### src/rtl/rx_frame_buffer_if.sv
// Bundle of the receive byte stream, the host-side output handshake and the
// ACK/error status lines of rx_frame_buffer.
interface rx_frame_buffer_if;
  logic [7:0] mac;
  logic       frame_start;
  logic       byte_valid;
  logic [7:0] byte_data;
  logic       frame_end;
  logic       crc_ok;
  logic       out_valid;
  logic [7:0] out_data;
  logic       out_rdy;
  logic       ack_needed;
  logic       ack_received;
  logic [7:0] ack_addr;
  logic [7:0] rerrcnt;

  // Driver of the byte stream and consumer of the payload bytes.
  modport master (
    output mac, frame_start, byte_valid, byte_data, frame_end, crc_ok, out_rdy,
    input  out_valid, out_data, ack_needed, ack_received, ack_addr, rerrcnt
  );

  // The frame buffer itself.
  modport slave (
    input  mac, frame_start, byte_valid, byte_data, frame_end, crc_ok, out_rdy,
    output out_valid, out_data, ack_needed, ack_received, ack_addr, rerrcnt
  );
endinterface

### src/rtl/rx_frame_buffer.sv
// Receive frame buffer: filters frames on destination address, stages the
// payload speculatively in a FIFO and commits it only when the frame check
// passes. Raises ACK events and counts receive errors.
module rx_frame_buffer #(
  parameter int         DEPTH = 256,
  parameter logic [7:0] BCAST = 8'h2A
) (
  input logic             clk,
  input logic             rst,
  rx_frame_buffer_if.slave bus
);
  localparam int AW = $clog2(DEPTH);

  typedef enum logic [2:0] {IDLE, DEST, SRC, TYPE, PAYLOAD, DROP} state_t;

  state_t          state_reg, state_next, state_byte;
  logic [AW-1:0]   rd_ptr_reg, wr_ptr_reg, cm_ptr_reg, rd_next;
  logic            match_reg, ovf_reg, dest_mac_reg;
  logic            match_byte, ovf_byte, dest_mac_byte;
  logic [7:0]      src_reg, type_reg, type_byte;
  logic [7:0]      out_data_reg, ack_addr_reg, rerrcnt_reg;
  logic            ack_needed_reg, ack_received_reg;
  logic            byte_take, full, wr_en, out_valid, pop;
  logic            frame_good, commit, ack_n_set, ack_r_set, err_inc;
  logic [7:0]      mem [DEPTH];

  // frame_start wins over a byte in the same cycle, so such a byte is dropped.
  assign byte_take = bus.byte_valid && !bus.frame_start;
  // Full is judged on the speculative pointer: one slot always stays free.
  assign full      = (wr_ptr_reg + AW'(1)) == rd_ptr_reg;
  assign out_valid = rd_ptr_reg != cm_ptr_reg;
  assign pop       = out_valid && bus.out_rdy;
  assign rd_next   = pop ? rd_ptr_reg + AW'(1) : rd_ptr_reg;

  // State register.
  always_ff @(posedge clk or negedge rst) begin
    if (!rst) state_reg <= IDLE;
    else      state_reg <= state_next;
  end

  // Next state: advance on the byte first, then let frame_start/frame_end override.
  always_comb begin
    state_byte    = state_reg;
    match_byte    = match_reg;
    ovf_byte      = ovf_reg;
    dest_mac_byte = dest_mac_reg;
    type_byte     = type_reg;
    if (byte_take) begin
      case (state_reg)
        DEST: begin
          match_byte    = (bus.byte_data == bus.mac) || (bus.byte_data == BCAST);
          dest_mac_byte = bus.byte_data == bus.mac;
          state_byte    = match_byte ? SRC : DROP;
        end
        SRC:  state_byte = TYPE;
        TYPE: begin
          type_byte  = bus.byte_data;
          state_byte = PAYLOAD;
        end
        PAYLOAD: begin
          if (full) begin
            ovf_byte   = 1'b1;
            state_byte = DROP;
          end
        end
        default: ;
      endcase
    end
    state_next = state_byte;
    if (bus.frame_start)                            state_next = DEST;
    else if (bus.frame_end && state_reg != IDLE)    state_next = IDLE;
  end

  // Outputs of the FSM: FIFO write, frame verdict, ACK strobes and error bump.
  always_comb begin
    wr_en      = byte_take && (state_reg == PAYLOAD) && !full;
    frame_good = 1'b0;
    commit     = 1'b0;
    ack_n_set  = 1'b0;
    ack_r_set  = 1'b0;
    err_inc    = 1'b0;
    if (bus.frame_start) begin
      err_inc = (state_reg != IDLE) && match_reg;
    end else if (bus.frame_end && state_reg != IDLE) begin
      frame_good = (state_byte == PAYLOAD) && match_byte && !ovf_byte && bus.crc_ok;
      if (frame_good) begin
        ack_r_set = (type_byte == 8'h33) && dest_mac_byte;
        ack_n_set = (type_byte == 8'h32) && dest_mac_byte;
        commit    = !ack_r_set;
      end else begin
        err_inc = match_byte;
      end
    end
  end

  // Payload storage; no reset so it maps onto block RAM.
  always_ff @(posedge clk) begin
    if (wr_en) mem[wr_ptr_reg] <= bus.byte_data;
  end

  // Pointers, frame context, registered head byte and status outputs.
  always_ff @(posedge clk or negedge rst) begin
    if (!rst) begin
      rd_ptr_reg       <= '0;
      wr_ptr_reg       <= '0;
      cm_ptr_reg       <= '0;
      match_reg        <= 1'b0;
      ovf_reg          <= 1'b0;
      dest_mac_reg     <= 1'b0;
      src_reg          <= 8'h00;
      type_reg         <= 8'h00;
      out_data_reg     <= 8'h00;
      ack_addr_reg     <= 8'h00;
      rerrcnt_reg      <= 8'h00;
      ack_needed_reg   <= 1'b0;
      ack_received_reg <= 1'b0;
    end else begin
      ack_needed_reg   <= ack_n_set;
      ack_received_reg <= ack_r_set;
      if (pop) rd_ptr_reg <= rd_ptr_reg + AW'(1);
      if (bus.frame_start) begin
        wr_ptr_reg   <= cm_ptr_reg;
        match_reg    <= 1'b0;
        ovf_reg      <= 1'b0;
        dest_mac_reg <= 1'b0;
      end else begin
        match_reg    <= match_byte;
        ovf_reg      <= ovf_byte;
        dest_mac_reg <= dest_mac_byte;
        type_reg     <= type_byte;
        if (wr_en) wr_ptr_reg <= wr_ptr_reg + AW'(1);
        if (byte_take && state_reg == SRC) src_reg <= bus.byte_data;
      end
      // A byte written in the same cycle as the end is part of the commit.
      if (commit) cm_ptr_reg <= wr_en ? wr_ptr_reg + AW'(1) : wr_ptr_reg;
      if (frame_good) ack_addr_reg <= src_reg;
      if (err_inc && rerrcnt_reg != 8'hFF) rerrcnt_reg <= rerrcnt_reg + 8'd1;
      // Write-first bypass keeps the head byte correct when the slot is written now.
      out_data_reg <= (wr_en && wr_ptr_reg == rd_next) ? bus.byte_data : mem[rd_next];
    end
  end

  assign bus.out_valid    = out_valid;
  assign bus.out_data     = out_data_reg;
  assign bus.ack_needed   = ack_needed_reg;
  assign bus.ack_received = ack_received_reg;
  assign bus.ack_addr     = ack_addr_reg;
  assign bus.rerrcnt      = rerrcnt_reg;
endmodule

### src/flat_wrapper.sv
// flat-port wrapper written by rule: the top's interface ports become plain ports
module rx_frame_buffer_flat 
#(
  parameter int         DEPTH = 256,
  parameter logic [7:0] BCAST = 8'h2A
)
  (clk, rst, bus_mac, bus_frame_start, bus_byte_valid, bus_byte_data, bus_frame_end, bus_crc_ok, bus_out_rdy, bus_out_valid, bus_out_data, bus_ack_needed, bus_ack_received, bus_ack_addr, bus_rerrcnt);
  rx_frame_buffer_if bus_i ();
  input logic clk;
  input logic rst;
  input wire logic [$bits(bus_i.mac)-1:0] bus_mac;
  input wire logic [$bits(bus_i.frame_start)-1:0] bus_frame_start;
  input wire logic [$bits(bus_i.byte_valid)-1:0] bus_byte_valid;
  input wire logic [$bits(bus_i.byte_data)-1:0] bus_byte_data;
  input wire logic [$bits(bus_i.frame_end)-1:0] bus_frame_end;
  input wire logic [$bits(bus_i.crc_ok)-1:0] bus_crc_ok;
  input wire logic [$bits(bus_i.out_rdy)-1:0] bus_out_rdy;
  output wire logic [$bits(bus_i.out_valid)-1:0] bus_out_valid;
  output wire logic [$bits(bus_i.out_data)-1:0] bus_out_data;
  output wire logic [$bits(bus_i.ack_needed)-1:0] bus_ack_needed;
  output wire logic [$bits(bus_i.ack_received)-1:0] bus_ack_received;
  output wire logic [$bits(bus_i.ack_addr)-1:0] bus_ack_addr;
  output wire logic [$bits(bus_i.rerrcnt)-1:0] bus_rerrcnt;
  assign bus_i.mac = bus_mac;
  assign bus_i.frame_start = bus_frame_start;
  assign bus_i.byte_valid = bus_byte_valid;
  assign bus_i.byte_data = bus_byte_data;
  assign bus_i.frame_end = bus_frame_end;
  assign bus_i.crc_ok = bus_crc_ok;
  assign bus_i.out_rdy = bus_out_rdy;
  assign bus_out_valid = bus_i.out_valid;
  assign bus_out_data = bus_i.out_data;
  assign bus_ack_needed = bus_i.ack_needed;
  assign bus_ack_received = bus_i.ack_received;
  assign bus_ack_addr = bus_i.ack_addr;
  assign bus_rerrcnt = bus_i.rerrcnt;
  rx_frame_buffer #(.DEPTH(DEPTH), .BCAST(BCAST)) u_core (.clk(clk), .rst(rst), .bus(bus_i));
endmodule
### config.mk
export PLATFORM = sky130hd
export DESIGN_NAME = rx_frame_buffer_flat
export DESIGN_NICKNAME = d
export VERILOG_FILES = /design/src/rtl/rx_frame_buffer_if.sv /design/src/rtl/rx_frame_buffer.sv /design/src/flat_wrapper.sv
export SDC_FILE = /design/constraint.sdc
export NUM_CORES = 2
export LEC_CHECK = 0
export ABC_AREA = 1
export ABC_CLOCK_PERIOD_IN_PS = 3500
export BUFFER_PORTS_ARGS = -buffer_cell sky130_fd_sc_hd__buf_4
export CAP_MARGIN = 20
export CORE_AREA = 2 2 401 403
export DETAILED_ROUTE_END_ITERATION = 7
export DIE_AREA = 0 0 403 405
export MAX_ROUTING_LAYER = met4
export PLACE_DENSITY = 0.69
export SKIP_LAST_GASP = 1
export SYNTH_ARGS = -nofsm -noshare
export SYNTH_HDL_FRONTEND = slang
export SYNTH_SLANG_ARGS = --single-unit
### constraint.sdc
create_clock -name clk -period 3.5 [get_ports clk]
set_clock_uncertainty 0.2 [all_clocks]
set_input_delay 0.175 -clock clk [delete_from_list [all_inputs] [get_ports clk]]
set_output_delay 0.175 -clock clk [all_outputs]
set_load 0.01 [all_outputs]
==> metrics.cfg <==
[synth]
synthesis.area_mm2=0.0870
yosysSeqAreaShare_pct=72.8
synth_cell_types=39
synth_cells=7418
synth_nets=7447
yosys_warnings=0
avgSynthCellArea_um2=11.7
ys_seq_elements=2120

[cells_and_area]
top_register=u_core.mem
regArea_mm2=0.0633
fin_cells=9979
mostFrequentLayoutCells=nand2_1, nand3_1, edfxtp_1, buf_4, clkbuf_16
area_delta_synth_final_pct=17.6
drive_gt1_share_pct=15.3
largest_reg_flops=2048
nFillCells=11600
multi_input_area_mm2=0.0221
final_common_cell=nand2_1
insertedDiodeCount=0
nets=7748

[run_status]
status=finished with violations
violations=setup timing

[setup_path]
worstSetupPathType=reg2reg
endpoint_kind=flip-flop
arrival_ns=4.08
critPathSlowestCell=dfrtp_1
max_stage_delay_ns=0.46
path_cells=xnor2_1, nand2_1, nor2_2, nand2_4, nand2_4, buf_4, o21ai_4, buf_12, buf_6, buf_4, nand3_1, nand3_1, nand3_1, nand3_1, nand3_1, nand3_1, nand3_2, nand3_1, nand2_1
worstPathRequired_ns=4.03
crit_fanout=12
path_common_cell=nand3_1
worstSetupStartpointType=flip-flop
worstRegToRegCells=19

[placed_design]
dp_hpwl_um=152000
globalplace.congestion=1.02
dp.cells=9505
port_buffers=49

[clock_tree]
clk_latency_ns=0.85
clkTransAtPathRegs_ns=0.07
cts_sinks=2120
cts-buffers-inserted=206
cts-root-buf=clkbuf_16
clockBufferDepth=3
cts_tree=yes
htreeDepth=4

[worst_hold_path]
hold-path-cell-count=2
hp-class=in2reg

[timing]
rsz0062_at_grt=true
worst_pin_slew_ns=1.22
relSlewSlack_pct=18.9
hold_viol=0
fin_crit_ns=3.55
setup_tns_ns=-0.0533
fin_ws_ns=-0.0533
fmax_mhz=281
setup_viol=1
post-route-period-util_pct=102
slew_violations=0
fin_hold_ws_ns=0.0282

[pwr]
p_leak_nw=36.0
seq_power_share_pct=38.5
vdd_drop_max_v=0.000565
p_comb_share_pct=30.3
finalPower_mw=73.0
swShare_pct=33.2
pwr-share-clk_pct=31.3
switchingPower_mw=24.2
power_density_mw_per_mm2=714
p_int_mw=48.8

[routing]
drc=0
ant_nets=0
routed_wl_um=254000
drt_iter0_drc=9216
vias_per_cell=6.13
vias=61100
wl_per_cell_um=25.5
dr.pass1.iters=7

[floorplan]
die-area_mm2=0.163
num_rows=147
ios=50
die_x_um=403
die_h_um=405
initial_core_util_pct=54.6
coreArea_mm2=0.159

[grt]
grt_max_degree=167
grt_first_pass_wirelength_um=364000
grt_pass1_vias=57700
grtUsageTotal_pct=31.0
grt-ovfl-total=0
antenna_found_initial=3

[job]
maxCapViolations=0

## kinds of logic (layout without fill, tap and decap cells)
logic type      count (synthesis)  in the layout  synth area share (%)
flops                        2120           2120                  72.8
fa+ha+maj                       6              6                0.0863
mux                             2              2                0.0259
buf+inv                       564           1037                  3.11
simple gates                 4648           4650                  23.3
xor+xnor                       37             37                 0.420
compound gates                 41             41                 0.257
## synth_stat cells
master / n / area share [%]
nand4_1: 7 / 0.050
inv_2: 10 / 0.043
buf_1: 6 / 0.026
a21oi_1: 4 / 0.023
nor4_1: 4 / 0.029
xor2_2: 3 / 0.056
or2_2: 1 / 0.0072
nand2_4: 3 / 0.039
nor2_4: 1 / 0.013
a31oi_1: 1 / 0.0072
nand3b_1: 1 / 0.0086
nand3_2: 4 / 0.046
inv_1: 55 / 0.24
nand2_8: 1 / 0.023
buf_6: 4 / 0.052
nor3_4: 1 / 0.019
nand2_1: 2163 / 9.3
o21ai_0: 27 / 0.16
nor3_1: 13 / 0.075
buf_4: 15 / 0.13
buf_2: 395 / 2.3
xor2_1: 17 / 0.17
edfxtp_1: 2048 / 71
o21ai_2: 1 / 0.010
nor2_1: 294 / 1.3
o21ai_4: 1 / 0.019
nand3_1: 2147 / 12
clkbuf_1: 77 / 0.33
xnor2_1: 16 / 0.16
inv_4: 2 / 0.014
xor2_4: 1 / 0.032
o21bai_1: 1 / 0.0086
ha_1: 6 / 0.086
o21ai_1: 6 / 0.035
mux2_2: 2 / 0.026
nor4_4: 1 / 0.024
nand2_2: 4 / 0.029
dfrtp_1: 72 / 2.1
nor2_2: 3 / 0.022
## power groups by stage
stage                     clock network [mW]  registers [mW]  logic (mW)
after floorplan                            0            28.5        10.9
after global placement                     0            28.6        19.4
after detailed placement                   0            28.6        19.7
after CTS                               22.9            28.1        19.9
after global routing                    23.9            28.0        23.3
final                                   22.8            28.1        22.1
## critical path: cells and delay by family (launching register included)
family	cells	cell delay, ns
flops	1	0.46
simple gates	13	1.64
buf+inv	4	0.69
xor+xnor	1	0.16
compound gates	1	0.29
## path summary, 6_finish.rpt
check / from / endpoint / slack, ns
max: u_core.rd_ptr_reg[2] / u_core.bus.out_data[1] / -0.05
min: bus_byte_data[7] / u_core.mem[58][7] / 0.03
max reg2reg: u_core.rd_ptr_reg[2] / u_core.bus.out_data[1] / -0.05
min reg2reg: u_core.type_reg[3] / u_core.type_reg[3] / 0.27
max in group asynchronous: rst / u_core.bus.out_data[4] / 2.45
min in group asynchronous: rst / u_core.bus.rerrcnt[5] / 0.28
## per-stage QoR
stage	cell area (µm²)	utilization, %	setup slack [ns]
finish	102000	64.2	-0.0533
global route	102000	64.2	-0.117
CTS	100000	62.9	-0.0734
detailed placement	92800	58.3	-0.193
global placement	92800	58.3	-0.173
floorplan	87000	-	0.390
## metal layers
| layer | track usage, % | vias to the layer above | share of wire [%] |
|---|---|---|---|
| li1 | - | 27000 | - |
| met3 | 6.14 | 616 | 11 |
| met1 | 41.2 | 29800 | 38 |
| met5 | - | - | 0 |
| met4 | 13.2 | 0 | 4.5 |
| met2 | 47.1 | 3754 | 46 |
## cell type report
cell class | count | share of cell area (%)
multi-input combinational | 4736 | 21.6
tap | 2086 | 2.55
timing repair buffer | 588 | 6.88
sequential | 2120 | 61.9
clock buffer | 257 | 5.33
inverter | 67 | 0.261
clock inverter | 125 | 1.46
## what timing repair did
| action | 4_1_cts | 5_1_grt |
|---|---|---|
| pin swaps | 1 | 17 |
| hold buffers | 26 | 0 |
| cloned | 0 | 26 |
| setup buffers | 6 | 34 |
| endpoints found under the setup margin | 55 | 1620 |
| endpoints found under the hold margin | 565 | 0 |
| gates resized for setup | 16 | 337 |
Note: power is estimated with default switching activity, not from simulation.
